## src/rtl/pc_flag_unit.sv

```systemverilog
// PC and flag register unit with RUN/HALT sequencing for a 16-bit ISA.
// Define PC_FLAG_BR_COUNT_EN to build the saturating taken-branch counter.
module pc_flag_unit (
    input  logic        clk,
    input  logic        rst,
    input  logic        valid_in,
    input  logic        stall,
    input  logic [3:0]  opcode,
    input  logic [2:0]  alu_flag,
    input  logic [2:0]  cond,
    input  logic [8:0]  imm9,
    input  logic [15:0] br_target,
    output logic [15:0] pc_out,
    output logic [15:0] pc_plus2,
    output logic [2:0]  flag_out,
    output logic        taken,
    output logic        halted,
    output logic [15:0] br_count
);

    localparam logic [3:0] OP_ADD = 4'b0000;
    localparam logic [3:0] OP_SUB = 4'b0001;
    localparam logic [3:0] OP_XOR = 4'b0010;
    localparam logic [3:0] OP_SLL = 4'b0100;
    localparam logic [3:0] OP_SRA = 4'b0101;
    localparam logic [3:0] OP_ROR = 4'b0110;
    localparam logic [3:0] OP_B   = 4'b1100;
    localparam logic [3:0] OP_BR  = 4'b1101;
    localparam logic [3:0] OP_HLT = 4'b1111;

    typedef enum logic {
        RUN,
        HALT
    } state_e;

    state_e      state_q, state_d;
    logic [15:0] pc_q, pc_d;
    logic [2:0]  flag_q, flag_d;
    logic        cond_true;
    logic        is_br;
    logic        commit;
    logic        fz, fv, fn;

    assign fz = flag_q[2];
    assign fv = flag_q[1];
    assign fn = flag_q[0];

    // Branch conditions always read the pre-commit flag register
    always_comb begin
        cond_true = 1'b0;
        unique case (cond)
            3'b000: cond_true = ~fz;
            3'b001: cond_true = fz;
            3'b010: cond_true = ~fz & ~fn;
            3'b011: cond_true = fn;
            3'b100: cond_true = fz | (~fz & ~fn);
            3'b101: cond_true = fz | fn;
            3'b110: cond_true = fv;
            3'b111: cond_true = 1'b1;
            default: cond_true = 1'b0;
        endcase
    end

    assign is_br    = (opcode == OP_B) || (opcode == OP_BR);
    assign taken    = (state_q == RUN) & valid_in & is_br & cond_true;
    assign commit   = (state_q == RUN) & valid_in & ~stall;
    assign pc_plus2 = pc_q + 16'd2;
    assign pc_out   = pc_q;
    assign flag_out = flag_q;
    assign halted   = (state_q == HALT);

    always_comb begin
        state_d = state_q;
        pc_d    = pc_q;
        flag_d  = flag_q;
        if (commit) begin
            pc_d = pc_plus2;
            unique case (opcode)
                OP_ADD, OP_SUB: flag_d = alu_flag;
                OP_XOR, OP_SLL, OP_SRA, OP_ROR: flag_d[2] = alu_flag[2];
                OP_B: begin
                    if (taken)
                        pc_d = pc_plus2 + {{6{imm9[8]}}, imm9, 1'b0};
                end
                OP_BR: begin
                    if (taken)
                        pc_d = br_target;
                end
                OP_HLT: begin
                    pc_d    = pc_q;
                    state_d = HALT;
                end
                default: ;
            endcase
        end
    end

    always_ff @(posedge clk) begin
        if (rst) begin
            state_q <= RUN;
            pc_q    <= 16'h0000;
            flag_q  <= 3'b000;
        end else begin
            state_q <= state_d;
            pc_q    <= pc_d;
            flag_q  <= flag_d;
        end
    end

`ifdef PC_FLAG_BR_COUNT_EN
    logic [15:0] bc_q, bc_d;

    always_comb begin
        bc_d = bc_q;
        if (commit && taken && (bc_q != 16'hFFFF))
            bc_d = bc_q + 16'd1;
    end

    always_ff @(posedge clk) begin
        if (rst)
            bc_q <= 16'h0000;
        else
            bc_q <= bc_d;
    end

    assign br_count = bc_q;
`else
    assign br_count = 16'h0000;
`endif

endmodule

```

## config.mk

```make
export PLATFORM = sky130hd
export DESIGN_NAME = pc_flag_unit
export DESIGN_NICKNAME = d
export VERILOG_FILES = /design/src/rtl/pc_flag_unit.sv
export SDC_FILE = /design/constraint.sdc
export NUM_CORES = 1
export LEC_CHECK = 0
export ABC_AREA = 0
export CORE_MARGIN = 2
export CORE_UTILIZATION = 41
export CTS_BUF_LIST = sky130_fd_sc_hd__clkbuf_8
export CTS_CLUSTER_DIAMETER = 50
export DETAILED_ROUTE_END_ITERATION = 7
export PLACE_DENSITY = 0.8
export SLEW_MARGIN = 10
export SYNTH_ARGS = -nofsm -noshare
export SYNTH_HDL_FRONTEND = slang
export SYNTH_SLANG_ARGS = --single-unit
```

## constraint.sdc

```tcl
create_clock -name clk -period 2.7 [get_ports clk]
set_clock_uncertainty 0.15 [all_clocks]
set_input_delay 0.54 -clock clk [delete_from_list [all_inputs] [get_ports clk]]
set_output_delay 0.54 -clock clk [all_outputs]
set_load 0.05 [all_outputs]
```

# --- After elaboration in Yosys (flattened, before gate mapping) ---
# Cells that the tools add are included.
totals:
  regBits: 20
  latch_bits: 0
  mem_bits_rw: 0
  romBits: 0
  in_bits: 39
  output_inout_bits: 53
  memories: 0
classes:
  n_addsub: 2
  multipliers: 0
  div_mod_pow: 0
  n_lt_le_gt_ge: 0
  eq_ne: 15
  shifts: 0
  mux: 4
  bitwise_logic: 12
  reduce_logical: 9
ops:
  columns: ["cell", "count"]
  rows:
  - ["16-bit one-hot mux with 3 select lines", 1]
  - ["16-bit two-way mux", 2]
  - ["16-bit adder", 1]
  - ["16-bit by 2-bit adder with 16-bit output, second input constant", 1]
  - ["3-bit equality test, second input constant", 4]
  - ["4-bit by 3-bit equality test with 1-bit output, second input constant", 3]
  - ["4-bit equality test, second input constant", 3]
  - ["1-bit one-hot mux with 8 select lines", 1]
  - ["2-bit AND reduction", 4]
  - ["3-bit by 2-bit equality test with 1-bit output, second input constant", 2]
  - ["6-bit OR reduction", 1]
  - ["1-bit bitwise AND", 5]
  - ["1-bit NOT", 5]
  - ["4-bit by 1-bit equality test with 1-bit output, second input constant", 1]
  - ["4-bit by 2-bit equality test with 1-bit output, second input constant", 1]
  - ["4-bit logical NOT", 1]
  - ["3-bit by 1-bit equality test with 1-bit output, second input constant", 1]
  - ["3-bit logical NOT", 1]
  - ["1-bit OR", 2]
  - ["2-bit OR reduction", 1]
  - ["1-bit logical OR", 1]

# --- Longest topological paths before layout ---
depth:
  ltp_word: 7
  mapped_depth: 12
  ltp_nobuf: 12

# --- Least setup slack after synthesis ---
# Ideal clock, no wire load.
synth_timing:
  path_type: "reg2reg"
  from: "reg pc_q[1], in the netlist pc_out[1]"
  to: "reg pc_q[15], in the netlist pc_out[15]"
  setup_time_ns: 0.112
  arrival_time_ns: 3.922
  required_ns: 2.438
  path_slack_ns: -1.484
  stages_incl_launch_ff: 13
  n_path_buf: 0
  synth_period_minus_slack_ns: 4.184
  path_cell_list: "dfxtp_1 ha_1 and4_1 nand4_1 xnor2_1 ha_1 nand2_1 o21ai_1 or3_1 o211ai_1 nor3b_1 a22o_1 a2111oi_1"
synth_between:
  elab_chain_len: 4
  word_cells_on_any_way: 5
  cone_classes: "add/sub (2); mux (3)"
synth_rtl:
  columns: ["element", "line_no", "rtl"]
  rows:
  - ["start, declared", "37", "logic [15:0] pc_q, pc_d;"]
  - ["start signal, assigned", "105", "pc_q <= pc_d;"]
  - ["16-bit by 2-bit adder with 16-bit output", "67", "assign pc_plus2 = pc_q + 16'd2;"]
  - ["via pc_plus2[13]", "14", "output logic [15:0] pc_plus2,"]
  - ["16-bit adder", "83", "pc_d = pc_plus2 + {{6{imm9[8]}}, imm9, 1'b0};"]
  - ["16-bit two-way mux", "82", "if (taken)"]
  - ["16-bit one-hot mux with 3 select lines", "78", "unique case (opcode)"]
# The timed path passes the listed nets, and every way through them passes these cells.
# A chain may end at the register's enable or synchronous reset.

# --- Worst setup path in the final report ---
layout_timing:
  from: "reg pc_q[7], in the netlist pc_out[7]"
  to: "reg pc_q[15], in the netlist pc_out[15]"
layout_between:
  elab_chain_len: 4
  word_cells_on_any_way: 5
  cone_classes: "add/sub (2); mux (3)"
layout_rtl:
  columns: ["element", "line_no"]
  rows:
  - ["16-bit by 2-bit adder with 16-bit output (*)", "67"]
  - ["16-bit adder", "83"]
  - ["16-bit two-way mux", "82"]
  - ["16-bit one-hot mux with 3 select lines (*)", "78"]
# Every way passes the cells marked *; elsewhere a longest branch is shown, timed or not.

==> qor.csv <==
stage;metric;value;unit
setup_path;crit path max fanout;3;
grt;met2 usage;56.0;%
placement;GP Congestion;0.953;
grt;met3 usage;6.78;%
drt;via count;3307;
layout;layout cell share with drive strength beyond 1;43.8;%
synth;leading area contributor after synthesis;dfxtp_1;
sta;period utilization;113;%
placement;Detailed Place HPWL;6630;um
layout;register area;439;um^2
setup_path;critical path required time;2.74;ns
min_path;HP Class;flop to flop;
synth;Synth Warn #;0;
floorplan;Die Width;78.5;um
drt;DR vias/cell;6.15;
setup_path;Worst setup SP type;flop;
synth;cells taking the most area after synthesis;dfxtp_1 (18%), ha_1 (8.8%), buf_4 (5.6%);
synth;Post-synth EDFFs;0;
floorplan;die span in y;78.5;um
synth;mapped cell area;0.00228;mm^2
grt;global routing's busiest layer;met2;
layout;Area Growth Syn to Fin;98.8;%
synth;Top FF cell, synth;dfxtp_1;
sta;RSZ-0062 raised after global routing;yes;
synth;syn_area_per_cell;7.56;um^2
floorplan;Cell Rows;27;
pwr;VDD IR max;0.197;mV
synth;number of library cell types mapped by synthesis;57;
cts;CTS buffer count;3;
sta;Final WS setup;-0.351;ns
cts;CTS tree;built;
cts;Skew-Pair Late Insertion Delay;0.28;ns
placement;# port buffers;75;
sta;max_slew headroom;64.4;%
layout;Multi-input gate area;0.00232;mm^2
run_status;failing checks;setup timing;
sta;final setup TNS;-1.42;ns
layout;final net count;523;
sta;Slew Viols, Final;0;
sta;Peak Freq;0.328;GHz
floorplan;top-level I/O count;92;
synth;Synth top cells by count;nor2_1 (34), dfxtp_1 (20), a21oi_1 (19), nand2_1 (19), buf_4 (17);
floorplan;die area;0.00616;mm^2
sta;Fin Hold WS;0.395;ns
grt;vias in the first global route;3093;
grt;largest net degree at the start of global routing;18;
cts;clock-pin transition on the worst setup and hold timing paths;0.09;ns
drt;drt wl/cell;20.8;um
grt;initial antenna violation count;0;
synth;Syn Inst Count;301;
cts;Bufs on Longest Clock Path;2;
synth;Async SR Flop Fraction;0;%
layout;# fillers;293;
drt;antenna viol nets, final;0;
synth;sequential area share after synthesis;17.6;%
layout;final core utilization;83.2;%
synth;flops & latches, synth;20;
setup_path;CP Capture Type;flop;
grt;met1 usage;34.7;%
synth;post-synth top area share;17.6;%
pwr;P per Cell Area;295;mW/mm^2
grt;global-route wire length before repair;14900;um
run_status;status;finished with violations;
pwr;Pleak;1.94;nW
run;MaxCap Viol Count;0;
cts;clock root cell;clkbuf_8;
cts;CTS Sinks;20;
drt;DRC;0;
cts;htree depth;1;
drt;total wire length;11200;um
grt;total track usage;30.5;%
sta;final hold vios;0;
placement;pre-CTS setup slack;-0.565;ns
sta;Slew @ Worst Pin;0.533;ns
sta;final setup fails;8;
sta;min cycle time layout;3.05;ns
grt;total gr overflow;0;
drt;drt first pass iters;5;
synth;top-count cell post-synth;nor2_1;
drt;DR iter-0 viols;479;
setup_path;Worst Path Arrival;3.09;ns
floorplan;Starting Density;41.8;%
floorplan;Core Area;0.00544;mm^2
setup_path;Crit Path Class;flop to flop;
layout;antenna cells;0;
per-stage QoR:
stage          cells  power [mW]  area, um^2
2_1_floorplan    316       0.737        2680
3_3_place_gp     517       0.977        4020
3_5_place_dp     517       0.994        4020
4_1_cts          531        1.24        4280
5_1_grt          538        1.38        4520
6_report         538        1.34        4520
power breakdown:
part,internal [mW],leakage (nW),switching (mW)
clock,0.102,0.0231,0.124
combinational,0.346,1.74,0.443
sequential,0.305,0.171,0.0159
kinds of logic after synthesis:
kind of cell | count (synthesis) | synth area share [%]
AO/OA/AOI/OAI | 79 | 24.1
multiplexers | 7 | 3.19
adder cells (fa/ha/maj) | 17 | 9.68
XOR/XNOR | 20 | 7.70
AND/OR/NAND/NOR | 121 | 27.8
buffers and inverters | 36 | 9.79
other | 1 | 0.165
flip-flops | 20 | 17.6
layout make-up:
| cell class | instances | area share (%) |
|---|---|---|
| Sequential cell | 20 | 9.71 |
| Tap cell | 72 | 1.99 |
| Multi-Input combinational cell | 260 | 51.3 |
| Clock inverter | 1 | 0.0830 |
| Clock buffer | 3 | 0.913 |
| Inverter | 8 | 0.719 |
| Timing Repair Buffer | 174 | 35.3 |
sequential cells by signal, summed over array words and instances, names as in the netlist:
signal / cells
halted: 1
pc_out: 16
flag_out: 3
what timing repair did:
action | CTS | global route
hold buffers | 0 | 0
pin swaps | 25 | 26
setup endpoints to repair | 7 | 11
gates resized for setup | 31 | 36
buffers inserted | 10 | 7
gates cloned | 0 | 0
cell usage in the layout, fill, tap and decap left out, types with 9 or more instances in the layout:
master           Yosys  final
buf_12               0     10
conb_1               1     16
buf_4               17     99
clkdlybuf4s50_1      0     58
a21oi_1             19     15
nor2_1              34     30
dfxtp_4              0      9
nand2_1             19     17
layer usage:
layer  wire (um)  up-vias
met5           0        -
met4         713        0
met3        1080       90
met2        5340      265
met1        4090     1538
li1            -     1414
path summary, 6_finish.rpt:
kind	slack [ns]	end	depth (start not counted)	from
max	-0.35	pc_out[15]	11	pc_out[7]
min	0.39	halted	2	halted
max reg2reg	-0.35	pc_out[15]	11	pc_out[7]
min reg2reg	0.39	halted	2	halted
worst max-delay path: stages, from the launching register on:
cell and delay, ns:
dfxtp_4 0.36, and3_4 0.25, and4_4 0.26, nand4_1 0.22
xnor2_4 0.22, ha_4 0.29, nand4_1 0.15, nor2_1 0.24
nand4_1 0.14, nor3b_2 0.20, a22o_1 0.20, a2111oi_2 0.28
(Power assumes the default switching activity.)
